--- src/rtl/lane_merge_2a1_if.sv ---
// Lane-side and merged-stream signals of the two-lane merger, grouped as one bundle.
// The master side feeds lane words; the slave side is the merger itself.
interface lane_merge_2a1_if #(
    parameter int DEPTH = 4
);
    localparam int CW = $clog2(DEPTH + 1);

    logic          active;
    logic [31:0]   data_0;
    logic          valid_0;
    logic [31:0]   data_1;
    logic          valid_1;
    logic [31:0]   data_out;
    logic          valid_out;
    logic          lane_out;
    logic [CW-1:0] count_0;
    logic [CW-1:0] count_1;
    logic          overflow_0;
    logic          overflow_1;

    modport master (
        output active, data_0, valid_0, data_1, valid_1,
        input  data_out, valid_out, lane_out, count_0, count_1, overflow_0, overflow_1
    );

    modport slave (
        input  active, data_0, valid_0, data_1, valid_1,
        output data_out, valid_out, lane_out, count_0, count_1, overflow_0, overflow_1
    );
endinterface

--- src/rtl/lane_merge_2a1.sv ---
// Two-lane to one-stream merger: per-lane FIFOs feeding an alternating lane 0 / lane 1
// arbiter that rebuilds the word order split by the upstream 1:2 demux.
module lane_merge_2a1 #(
    parameter int DEPTH        = 4,
    parameter bit STRICT_ORDER = 1'b1
) (
    input  logic              clk_2f,
    input  logic              reset,
    lane_merge_2a1_if.slave   bus
);
    localparam int CW = $clog2(DEPTH + 1);
    localparam int PW = $clog2(DEPTH);

    logic [1:0]    valid_in;
    logic [31:0]   data_in [2];
    logic [1:0]    empty;
    logic [1:0]    full;
    logic [1:0]    pop;
    logic [31:0]   head [2];
    logic [CW-1:0] count [2];
    logic [1:0]    overflow;

    logic          sel_reg;
    logic          pop_lane;
    logic          any_pop;
    logic [31:0]   data_out_reg;
    logic          valid_out_reg;
    logic          lane_out_reg;

    assign valid_in   = {bus.valid_1, bus.valid_0};
    assign data_in[0] = bus.data_0;
    assign data_in[1] = bus.data_1;

    genvar gi;
    generate
        for (gi = 0; gi < 2; gi++) begin : g_lane
            logic [31:0]   mem_reg [DEPTH];
            logic [PW-1:0] wr_ptr_reg;
            logic [PW-1:0] rd_ptr_reg;
            logic [CW-1:0] count_reg;
            logic [CW-1:0] count_next;
            logic          overflow_reg;
            logic          push;

            assign empty[gi]  = (count_reg == '0);
            assign full[gi]   = (count_reg == CW'(DEPTH));
            // A full lane still takes a word when its head leaves on the same edge.
            assign push       = valid_in[gi] && (!full[gi] || pop[gi]);
            assign count_next = count_reg + CW'(push) - CW'(pop[gi]);

            always_ff @(posedge clk_2f) begin
                if (push) begin
                    mem_reg[wr_ptr_reg] <= data_in[gi];
                end
            end

            always_ff @(posedge clk_2f) begin
                if (reset) begin
                    wr_ptr_reg   <= '0;
                    rd_ptr_reg   <= '0;
                    count_reg    <= '0;
                    overflow_reg <= 1'b0;
                end else begin
                    if (push) begin
                        wr_ptr_reg <= wr_ptr_reg + PW'(1);
                    end
                    if (pop[gi]) begin
                        rd_ptr_reg <= rd_ptr_reg + PW'(1);
                    end
                    count_reg <= count_next;
                    if (valid_in[gi] && full[gi] && !pop[gi]) begin
                        overflow_reg <= 1'b1;
                    end
                end
            end

            assign head[gi]     = mem_reg[rd_ptr_reg];
            assign count[gi]    = count_reg;
            assign overflow[gi] = overflow_reg;
        end
    endgenerate

    // Serving the other lane out of turn leaves sel alone so the starved lane keeps its slot.
    always_comb begin
        pop      = '0;
        pop_lane = sel_reg;
        if (bus.active) begin
            if (!empty[sel_reg]) begin
                pop[sel_reg] = 1'b1;
            end else if (!STRICT_ORDER && !empty[~sel_reg]) begin
                pop[~sel_reg] = 1'b1;
                pop_lane      = ~sel_reg;
            end
        end
    end

    assign any_pop = |pop;

    always_ff @(posedge clk_2f) begin
        if (reset) begin
            sel_reg       <= 1'b0;
            data_out_reg  <= '0;
            valid_out_reg <= 1'b0;
            lane_out_reg  <= 1'b0;
        end else begin
            valid_out_reg <= any_pop;
            if (any_pop) begin
                data_out_reg <= head[pop_lane];
                lane_out_reg <= pop_lane;
                if (pop_lane == sel_reg) begin
                    sel_reg <= ~sel_reg;
                end
            end
        end
    end

    assign bus.data_out   = data_out_reg;
    assign bus.valid_out  = valid_out_reg;
    assign bus.lane_out   = lane_out_reg;
    assign bus.count_0    = count[0];
    assign bus.count_1    = count[1];
    assign bus.overflow_0 = overflow[0];
    assign bus.overflow_1 = overflow[1];
endmodule

--- src/flat_wrapper.sv ---
// flat-port wrapper written by rule: the top's interface ports become plain ports
module lane_merge_2a1_flat 
#(
    parameter int DEPTH        = 4,
    parameter bit STRICT_ORDER = 1'b1
)
  (clk_2f, reset, bus_active, bus_data_0, bus_valid_0, bus_data_1, bus_valid_1, bus_data_out, bus_valid_out, bus_lane_out, bus_count_0, bus_count_1, bus_overflow_0, bus_overflow_1);
  lane_merge_2a1_if #(.DEPTH(DEPTH)) bus_i ();
  input  logic clk_2f;
  input  logic reset;
  input wire logic [$bits(bus_i.active)-1:0] bus_active;
  input wire logic [$bits(bus_i.data_0)-1:0] bus_data_0;
  input wire logic [$bits(bus_i.valid_0)-1:0] bus_valid_0;
  input wire logic [$bits(bus_i.data_1)-1:0] bus_data_1;
  input wire logic [$bits(bus_i.valid_1)-1:0] bus_valid_1;
  output wire logic [$bits(bus_i.data_out)-1:0] bus_data_out;
  output wire logic [$bits(bus_i.valid_out)-1:0] bus_valid_out;
  output wire logic [$bits(bus_i.lane_out)-1:0] bus_lane_out;
  output wire logic [$bits(bus_i.count_0)-1:0] bus_count_0;
  output wire logic [$bits(bus_i.count_1)-1:0] bus_count_1;
  output wire logic [$bits(bus_i.overflow_0)-1:0] bus_overflow_0;
  output wire logic [$bits(bus_i.overflow_1)-1:0] bus_overflow_1;
  assign bus_i.active = bus_active;
  assign bus_i.data_0 = bus_data_0;
  assign bus_i.valid_0 = bus_valid_0;
  assign bus_i.data_1 = bus_data_1;
  assign bus_i.valid_1 = bus_valid_1;
  assign bus_data_out = bus_i.data_out;
  assign bus_valid_out = bus_i.valid_out;
  assign bus_lane_out = bus_i.lane_out;
  assign bus_count_0 = bus_i.count_0;
  assign bus_count_1 = bus_i.count_1;
  assign bus_overflow_0 = bus_i.overflow_0;
  assign bus_overflow_1 = bus_i.overflow_1;
  lane_merge_2a1 #(.DEPTH(DEPTH), .STRICT_ORDER(STRICT_ORDER)) u_core (.clk_2f(clk_2f), .reset(reset), .bus(bus_i));
endmodule
--- config.mk ---
export PLATFORM = sky130hd
export DESIGN_NAME = lane_merge_2a1_flat
export DESIGN_NICKNAME = d
export VERILOG_FILES = /design/src/rtl/lane_merge_2a1_if.sv /design/src/rtl/lane_merge_2a1.sv /design/src/flat_wrapper.sv
export SDC_FILE = /design/constraint.sdc
export NUM_CORES = 1
export LEC_CHECK = 0
export ABC_AREA = 1
export CORE_MARGIN = 1
export CORE_UTILIZATION = 60
export CTS_BUF_LIST = sky130_fd_sc_hd__clkbuf_8
export CTS_CLUSTER_DIAMETER = 80
export CTS_CLUSTER_SIZE = 8
export DETAILED_ROUTE_END_ITERATION = 10
export DONT_BUFFER_PORTS = 1
export PLACE_DENSITY = 0.76
export REMOVE_ABC_BUFFERS = 1
export SYNTH_ARGS = -nofsm -noshare
export SYNTH_HDL_FRONTEND = slang
export SYNTH_SLANG_ARGS = --single-unit
--- constraint.sdc ---
create_clock -name clk_2f -period 3.3 [get_ports clk_2f]
set_input_delay 0.66 -clock clk_2f [delete_from_list [all_inputs] [get_ports clk_2f]]
set_output_delay 0.66 -clock clk_2f [all_outputs]
set_load 0.005 [all_outputs]
==> results of run 1 <==
==> area by class of cell <==
type / count / area [um^2] / area share, %
Sequential cell: 311 / 8791 / 65.51
Multi-Input combinational cell: 639 / 2970 / 22.14
Clock buffer: 45 / 619.3 / 4.615
Inverter: 119 / 449.2 / 3.347
Tap cell: 270 / 337.8 / 2.517
Timing Repair Buffer: 17 / 127.6 / 0.9510
Clock inverter: 33 / 123.9 / 0.9231
==> metal layers <==
metal	vias to the layer above	part of all wire [%]	track usage [%]
met5	-	0	0
met4	0	2.5	8.281
met3	51	9.4	7.857
met2	241	50	38.55
met1	3614	38	27.42
li1	3790	-	-
==> report_power, final <==
part           switching [uW]  total (uW)  internal (uW)
sequential                275        5070           4800
clock                    1320        2570           1260
combinational            1240        1800            565
total                    2830        9440           6620
==> logic make-up (layout without fill, tap and decap cells) <==
| group | after synthesis | count (layout) | synth area share, % |
|---|---|---|---|
| and+or+nand+nor | 498 | 498 | 16.24 |
| DFF | 311 | 311 | 69.95 |
| buffers and inverters | 178 | 214 | 6.563 |
| AOI/OAI and AO/OA | 126 | 126 | 5.687 |
| adders and majority gates | 13 | 13 | 1.414 |
| xor gates and xnor gates | 2 | 2 | 0.1395 |
==> through the flow <==
step	area (um^2)	total power [uW]	utilization [%]	setup WS, ns	std cells
final	13420	9445	65.89	0.8861	1434
after global routing	13420	9974	65.89	0.5866	1434
after CTS	13420	9523	65.89	0.9190	1434
after detailed placement	12680	6964	62.25	0.7964	1356
after global placement	12680	6898	62.25	0.8684	1356
after floorplan	12190	6369	-	0.3714	1069
==> cells in the final DEF, fill, tap and decap left out <==
cell type,netlist,layout
nor2_1,95,87
ha_1,11,11
nand2_2,1,1
xor2_1,1,1
o21ai_1,25,25
a31oi_1,1,1
fa_1,2,2
nand3_1,107,107
o211ai_1,33,33
edfxtp_1,256,256
inv_4,1,1
dfxtp_2,0,2
or2_2,1,1
nor2_4,1,1
inv_1,110,143
nor2_2,0,8
xnor2_1,1,1
nand2_1,288,288
buf_4,9,17
clkbuf_8,0,45
inv_2,8,8
dfxtp_1,55,53
nand2_4,3,3
nor3_1,2,2
a21oi_1,13,13
o21ai_0,54,54
==> path summary, 6_finish.rpt <==
kind | start | end | slack, ns | cells after the start
worst max-delay path | u_core.pop_lane | u_core.bus.count_0[2] | 0.89 | 12
worst min-delay path | reset | u_core.bus.count_0[1] | 0.19 | 1
worst max register to register | u_core.pop_lane | u_core.bus.count_0[2] | 0.89 | 12
worst min register to register | u_core.g_lane[0].rd_ptr_reg[1] | flop | 0.47 | 2
==> out/summary.txt, run 1 <==
Worst path cell trace: buf_4 > nor2_4 > nand2_4 > nand2_1 > nand2_1 > inv_1 > ha_1 > inv_1 > fa_1 > xnor2_1 > o21ai_0 > a21oi_1
Nets: 1,214
Initial core utilization: 61.69%
Pin count of the biggest net entering global routing: 51
Hold WS: 0.1922 ns
Number of global-route vias before repair: 7,542
Core area: 20,360 um^2
Root buf cell: clkbuf_8
Post-CTS setup buffers: 0
Critical Path Max Stage Delay: 0.38 ns
Critical path required time: 3.76 ns
Slew @ Worst Pin: 0.8598 ns
Fin crit period: 2.414 ns
CP max FO: 26
Critical path's slowest cell: fa_1
Post-Syn Area: 12,560 um^2
Ant. Diodes: 0
Worst setup EP type: flop
PortBufs: 0
Top_reg_cell synth: edfxtp_1
Maximum capacitance violations: 0
H-tree Lvls: 2
CP top delay family: simple AND/OR/NAND/NOR gates
Fmax: 0.4143 GHz
Most frequent cell after synthesis: nand2_1
Setup violations, final: 0
DRT Pass-1 Iters: 4
CTS tree: built
Max FFs per register: 256
Run status: finished, final reports clean
Flops & latches, synth: 311
Layout fillers: 1,505
Synth Warn #: 0
Max_slew headroom: 42.60%
Clock tree buffer depth: 3
Sink Count: 311
Antenna Nets Post-Route: 0
Clock-pin slew on the worst setup and hold paths: 0.06 ns
Final HPWL DP: 14,770 um
Die height: 146.7 um
RSZ-0062 raised after global routing: false
Congestion Overflow GR: 0
Post-synthesis cell count: 1,128
Worst-Skew Late Latency: 0.54 ns
Period utilisation layout: 73.15%
First-pass GRT wire length: 37,640 um
Die X: 146.7 um
Hold Buf Count CTS: 0
Crit path buf inv count: 3
Area delta synth->final: 6.812%
Top cells by area, synth: edfxtp_1 61%, dfxtp_1 8.8%, nand2_1 8.6%
Fin Setup TNS: 0 ns
Top-area cell type share of the netlist area: 61.19%
Layout cell share with drive strength beyond 1: 7.474%
Clock Skew: 0.01262 ns
Power per Cell Area: 703.8 nW/um^2
Routed length per instance: 16.88 um
Crit path launch type: flop
Final wirelength: 24,200 um
Final GP Congestion: 0.8395
Async SR Flop Fraction: 0%
CP Class: flop to flop
Initial DRC Count: 582
Synth Area per Inst: 11.14 um^2
Post-synth EDFFs: 256
Final Max Slew Viols: 0
Ports: 111
Cell Rows: 52
Post-synth top area cell: edfxtp_1
Register area share after synthesis: 69.95%
Final Hold Fails: 0
Routed via count: 7,696
Crit path DAT: 2.87 ns
Via density: 5.367
LEAKAGE: 0.005350 uW
Maximum vdd drop: 0.5154 mV
GRT Resource Usage Total: 22.92%
Initial antenna violation count: 0
Synth top cells by count: 288 x nand2_1, 256 x edfxtp_1, 110 x inv_1
Num CTS Buffers: 44
Distinct cell type count after synthesis: 28
Remaining DRCs: 0
Hold/Removal Path Class: input pin to flop
Cts repair resizes: 0
Die footprint: 21,520 um^2
No activity file was read; power rests on OpenSTA's default activity.
==> run 2: changes to the inputs <==
--- a/config.mk
+++ b/config.mk
@@ -7,13 +7,13 @@
 export LEC_CHECK = 0
 export ABC_AREA = 1
 export CORE_MARGIN = 1
-export CORE_UTILIZATION = 60
+export CORE_UTILIZATION = 59
 export CTS_BUF_LIST = sky130_fd_sc_hd__clkbuf_8
 export CTS_CLUSTER_DIAMETER = 80
 export CTS_CLUSTER_SIZE = 8
 export DETAILED_ROUTE_END_ITERATION = 10
 export DONT_BUFFER_PORTS = 1
-export PLACE_DENSITY = 0.76
+export PLACE_DENSITY = 0.78
 export REMOVE_ABC_BUFFERS = 1
 export SYNTH_ARGS = -nofsm -noshare
 export SYNTH_HDL_FRONTEND = slang
==> constraint.sdc (replaced) <==
create_clock -name clk_2f -period 2 [get_ports clk_2f]
set_input_delay 0.4 -clock clk_2f [delete_from_list [all_inputs] [get_ports clk_2f]]
set_output_delay 0.4 -clock clk_2f [all_outputs]
set_load 0.005 [all_outputs]
==> run 2 against run 1 <==
Against the previous run: critical path depth decreased by 2; worst hold slack got worse by 0.14 ns; via count increased by 7.6%; power increased by 71%; sequential power increased by 65%; clock power increased by 67%; sequential cell count unchanged; global-route usage increased by 1.6 points; largest cell class unchanged; largest power group unchanged; highest routed layer unchanged.
==> out/summary.txt, run 2 (synthesis results as in run 1) <==
Initial core utilization: 59.95% (-1.7 points)
Hold/Removal Path Class: input pin to flop
LEAKAGE: 0.005770 uW (+7.8%)
Worst-Skew Late Latency: 0.56 ns (+0.02 ns)
Setup violations, final: 0 (unchanged)
Final GP Congestion: 0.8405 (+0.12%)
Fin util: 68.65% (+2.8 points)
Critical Path Max Stage Delay: 0.37 ns (about the same)
Area delta synth->final: 14.50%
Die height: 147.9 um (+0.84%)
Max FFs per register: 256 (unchanged)
RSZ-0062 raised after global routing: true
Final HPWL DP: 15,330 um (+3.8%)
Ant. Diodes: 0 (unchanged)
CP Class: flop to flop
Pre-CTS setup slack: 0.04412 ns (-0.7523 ns)
GRT Resource Usage Total: 24.49% (+1.6 points)
Commonest cells after routing, fill and taps aside: 287 x nand2_1, 256 x edfxtp_1, 142 x inv_1, 106 x nand3_1, 87 x nor2_1
Final wirelength: 26,230 um (+8.4%)
Via density: 5.423 (+1.0%)
Post-route total power: 16,120 uW (+71%)
Maximum vdd drop: 0.7577 mV (+47%)
Cell Rows: 53 (+1.9%)
Sink Count: 311 (unchanged)
Flop pwr share: 51.8% (-1.9 points)
CTS tree: built
Routed via count: 8,281 (+7.6%)
Power per Cell Area: 1121 nW/um^2 (+59%)
Critical path's most frequent cell: inv_2
First-pass GRT wire length: 40,970 um (+8.9%)
Root buf cell: clkbuf_8
Crit path DAT: 2.42 ns (-0.45 ns)
Pin count of the biggest net entering global routing: 55 (+7.8%)
Fmax: 0.5136 GHz (+24%)
Pint: 11,160 uW (+69%)
Initial antenna violation count: 0 (unchanged)
Nets: 1,300 (+7.1%)
DRT Pass-1 Iters: 5 (+1)
Clock-pin slew on the worst setup and hold paths: 0.06 ns (about the same)
Slew @ Worst Pin: 0.6235 ns (-0.2363 ns)
Sw power: 4961 uW (+75%)
Remaining DRCs: 0 (unchanged)
Number of global-route vias before repair: 8,180 (+8.5%)
Logic gate share of total power: 21.5% (+2.4 points)
PortBufs: 0 (unchanged)
H-tree Lvls: 2 (unchanged)
Post-CTS setup buffers: 0 (unchanged)
Worst setup EP type: flop
Fin crit period: 1.947 ns (-0.4670 ns)
Final Max Slew Viols: 0 (unchanged)
Switching share of power: 30.77% (+0.82 points)
Crit path launch type: flop
Initial DRC Count: 547 (-6.0%)
Layout cell share with drive strength beyond 1: 9.265% (+1.8 points)
Num CTS Buffers: 44 (unchanged)
Period utilisation layout: 97.35% (+24 points)
Clock Power Share: 26.6% (-0.6 points)
Die footprint: 21,880 um^2 (+1.7%)
Antenna Nets Post-Route: 0 (unchanged)
Core area: 20,960 um^2 (+2.9%)
Final Hold Fails: 0 (unchanged)
Run status: finished, final reports clean
Critical path required time: 2.47 ns (-1.29 ns)
Congestion Overflow GR: 0 (unchanged)
Worst path cell trace: inv_2 > nand3_2 > nand2_4 > inv_2 > nand2_1 > o21ai_0 > ha_1 > fa_1 > or2_2 > a21oi_1
Most common cell after layout, fill and taps aside: nand2_1
Worst setup margin: 0.05304 ns (-0.8330 ns)
Maximum capacitance violations: 0 (unchanged)
Max_slew headroom: 58.30% (+16 points)
Clock Skew: 0.02889 ns (+0.01627 ns)
Ports: 111 (unchanged)
Clock tree buffer depth: 3 (unchanged)
Routed length per instance: 17.18 um (+1.8%)
Critical path's slowest cell: fa_1
CP max FO: 4 (-85%)
Die X: 147.9 um (+0.84%)
==> run 2: worst max-delay path, delay by kind of cell (launching register included) <==
family / cells / cell delay (ns)
AO/OA/AOI/OAI: 2 / 0.25
AND/OR/NAND/NOR: 4 / 0.57
buffers and inverters: 2 / 0.13
adder cells (fa/ha/maj): 2 / 0.59
flip-flops: 1 / 0.35
==> run 2: power groups by stage <==
| stage | clock [uW] | combinational [uW] | sequential, uW |
|---|---|---|---|
| detailed placement | 0 | 3250 | 8460 |
| finish | 4290 | 3470 | 8360 |
| floorplan | 0 | 2020 | 8490 |
| global route | 4640 | 3860 | 8430 |
| CTS | 4360 | 3430 | 8340 |
| global placement | 0 | 3150 | 8440 |
==> run 2: repair_timing <==
action | CTS | global route
hold buffers | 66 | 0
resized for setup | 0 | 8
endpoints found under the setup margin | 0 | 2
endpoints found under the hold margin | 267 | 0
==> run 2: stage by stage <==
| stage | setup TNS [ns] | hold WS (ns) | cells | cell area (um^2) |
|---|---|---|---|---|
| after detailed placement | 0 | 0.4522 | 1381 | 12960 |
| final | 0 | 0.04799 | 1527 | 14390 |
| after CTS | 0 | 0.01953 | 1527 | 14370 |
| after global placement | 0 | 0.4453 | 1381 | 12960 |
| after global routing | -0.05242 | 0.03657 | 1527 | 14390 |
| after floorplan | -216.04 | 0.4405 | 1069 | 12190 |
==> run 2: layout make-up <==
class,instances,area (um^2)
inverter,119,449.2
timing repair buffer,103,1064
clock buffer,44,605.6
tap,275,344.1
multi-input combinational,639,2985
clock inverter,36,143.9
fill,1521,6570
sequential,311,8793
==> run 2: routing by layer <==
metal  vias to the layer above  routed length [um]  global-route usage (%)
met4                         0                 908                   11.13
met2                       294               13180                   41.65
met5                         -                   0                       0
met3                        65                2084                   6.420
met1                      3960               10060                   29.31
li1                       3962                   -                       -
==> run 2: path summary, 6_finish.rpt <==
| check | from | end | slack [ns] | cells after the start |
|---|---|---|---|---|
| setup / recovery | u_core.bus.count_1[1] | u_core.bus.count_1[2] | 0.05 | 10 |
| hold / removal | bus_valid_0 | u_core.bus.overflow_0 | 0.05 | 2 |
| setup reg to reg | u_core.bus.count_1[1] | u_core.bus.count_1[2] | 0.05 | 10 |
| hold reg to reg | u_core.g_lane[1].rd_ptr_reg[1] | u_core.g_lane[1].rd_ptr_reg[1] | 0.48 | 2 |
==> run 3: changes to the inputs <==
--- a/config.mk
+++ b/config.mk
@@ -14,6 +14,7 @@
 export DETAILED_ROUTE_END_ITERATION = 10
 export DONT_BUFFER_PORTS = 1
 export PLACE_DENSITY = 0.78
+export RECOVER_POWER = 100
 export REMOVE_ABC_BUFFERS = 1
 export SYNTH_ARGS = -nofsm -noshare
 export SYNTH_HDL_FRONTEND = slang
==> run 3 against run 2 <==
Against the previous run: sequential share of layout area is the same; count of clock-buffer cells in the layout is the same; die area is the same; first-iteration DRC count is the same; sequential cell count is the same; register-to-register slack is essentially flat; cell count is the same; power is essentially flat; routed wire length is essentially flat; design area is the same.
==> out/summary.txt, run 3 (synthesis results as in run 1) <==
Run status: finished, final reports clean
Initial DRC Count: 547 (unchanged)
Fmax: 0.5136 GHz (unchanged)
Commonest cells after routing, fill and taps aside: 287 x nand2_1, 256 x edfxtp_1, 142 x inv_1, 106 x nand3_1, 87 x nor2_1
Worst path cell trace: inv_2 > nand3_2 > nand2_4 > inv_2 > nand2_1 > o21ai_0 > ha_1 > fa_1 > or2_2 > a21oi_1
Maximum vdd drop: 0.7580 mV (about the same)
Die footprint: 21,880 um^2 (unchanged)
Final Hold Fails: 0 (unchanged)
Period utilisation layout: 97.35% (unchanged)
Num CTS Buffers: 44 (unchanged)
Post-CTS setup buffers: 0 (unchanged)
Crit path DAT: 2.42 ns (about the same)
CP max FO: 4 (unchanged)
Initial antenna violation count: 0 (unchanged)
DRT Pass-1 Iters: 5 (unchanged)
Hold WS: 0.04799 ns (unchanged)
Fin crit period: 1.947 ns (unchanged)
Nets: 1,300 (unchanged)
Pin count of the biggest net entering global routing: 55 (unchanged)
Crit path buf inv count: 2 (unchanged)
Final Max Slew Viols: 0 (unchanged)
Cell area after layout: 14,390 um^2 (unchanged)
Placed cell count: 1,381 (unchanged)
Final HPWL DP: 15,330 um (unchanged)
Hold/Removal Path Class: input pin to flop
Final cell count without fillers: 1,527 (unchanged)
Root buf cell: clkbuf_8
First-pass GRT wire length: 40,970 um (unchanged)
Final wirelength: 26,230 um (about the same)
Antenna Nets Post-Route: 0 (unchanged)
Clock-pin slew on the worst setup and hold paths: 0.06 ns (about the same)
H-tree Lvls: 2 (unchanged)
Critical path's slowest cell: fa_1
Critical path's most frequent cell: inv_2
RSZ-0062 raised after global routing: true
CP top delay family: adder cells
Routed via count: 8,280 (-0.012%)
Maximum capacitance violations: 0 (unchanged)
Layout cell share with drive strength beyond 1: 9.265% (unchanged)
DP Area: 12,960 um^2 (unchanged)
Worst setup margin: 0.05304 ns (unchanged)
Cell Rows: 53 (unchanged)
Max_slew headroom: 58.30% (unchanged)
Setup violations, final: 0 (unchanged)
Final GP Congestion: 0.8405 (unchanged)
Number of global-route vias before repair: 8,180 (unchanged)
Power per Cell Area: 1121 nW/um^2 (about the same)
GRT Resource Usage Total: 24.49% (unchanged)
Most common cell after layout, fill and taps aside: nand2_1
Worst setup EP type: flop
Congestion Overflow GR: 0 (unchanged)
Clock Skew: 0.02889 ns (unchanged)
Max FFs per register: 256 (unchanged)
Critical path required time: 2.47 ns (about the same)
Layout fillers: 1,521 (unchanged)
Slew @ Worst Pin: 0.6235 ns (unchanged)
Die height: 147.9 um (unchanged)
CTS tree: built
Ant. Diodes: 0 (unchanged)
Via density: 5.422 (about the same)
CP Class: flop to flop
Die X: 147.9 um (unchanged)
Area delta synth->final: 14.50% (unchanged)
Worst-Skew Late Latency: 0.56 ns (about the same)
Clock tree buffer depth: 3 (unchanged)
Pre-CTS setup slack: 0.04412 ns (unchanged)
PortBufs: 0 (unchanged)
Routed length per instance: 17.18 um (about the same)
Crit path launch type: flop
Post-route total power: 16,120 uW (about the same)
Ports: 111 (unchanged)
Remaining DRCs: 0 (unchanged)
Initial core utilization: 59.95% (unchanged)
Core area: 20,960 um^2 (unchanged)
LEAKAGE: 0.005770 uW (unchanged)
Sink Count: 311 (unchanged)
Critical Path Max Stage Delay: 0.37 ns (about the same)
[run 3: cell counts in the layout (fill, tap and decap cells not counted)]
Identical to the previous run, type by type.
[run 3: per-layer routing]
metal	up-vias	routed length (um)	GRT usage, %
met1	3960	10060	29.31
met5	-	0	0
li1	3961	-	-
met2	294	13180	41.65
met4	0	908	11.13
met3	65	2081	6.420
[run 3: worst reg2reg max path: cells and delay by family (launching register included)]
kind,cells,cell delay (ns)
adders and majority gates,2,0.59
buffers and inverters,2,0.13
AOI/OAI and AO/OA,2,0.25
DFF,1,0.35
and+or+nand+nor,4,0.57
[run 3: path summary, 6_finish.rpt]
check / from / end / slack, ns / cells past startpoint
setup reg to reg: u_core.bus.count_1[1] / u_core.bus.count_1[2] / 0.05 / 10
hold / removal: bus_valid_0 / u_core.bus.overflow_0 / 0.05 / 2
setup / recovery: u_core.bus.count_1[1] / u_core.bus.count_1[2] / 0.05 / 10
hold reg to reg: u_core.g_lane[1].rd_ptr_reg[1] / u_core.g_lane[1].rd_ptr_reg[1] / 0.48 / 2
[run 3: power by group]
part	switching, uW	internal, uW	total [uW]	leakage [uW]
clock	2250	2050	4290	0.000502
sequential	448	7910	8360	0.00280
combinational	2270	1210	3470	0.00247
total	4960	11200	16100	0.00577
[run 3: final cells by class]
cell class,count,area [um^2],share of cell area (%)
timing repair buffer,103,1064,7.393
clock buffer,44,605.6,4.210
inverter,119,449.2,3.123
clock inverter,36,143.9,1.000
tap,275,344.1,2.392
multi-input combinational,639,2985,20.75
sequential,311,8793,61.13
[run 3: stage by stage]
stage	setup TNS, ns	utilization, %
2_1_floorplan	-216.04	-
3_3_place_gp	0	61.83
3_5_place_dp	0	61.83
4_1_cts	0	68.56
5_1_grt	-0.05242	68.65
6_report	0	68.65
[run 3: repair_timing]
item | 4_1_cts | 5_1_grt
hold endpoints to repair | 267 | 0
endpoints found under the setup margin | 0 | 2
hold buffers | 66 | 0
gates resized for setup | 0 | 8
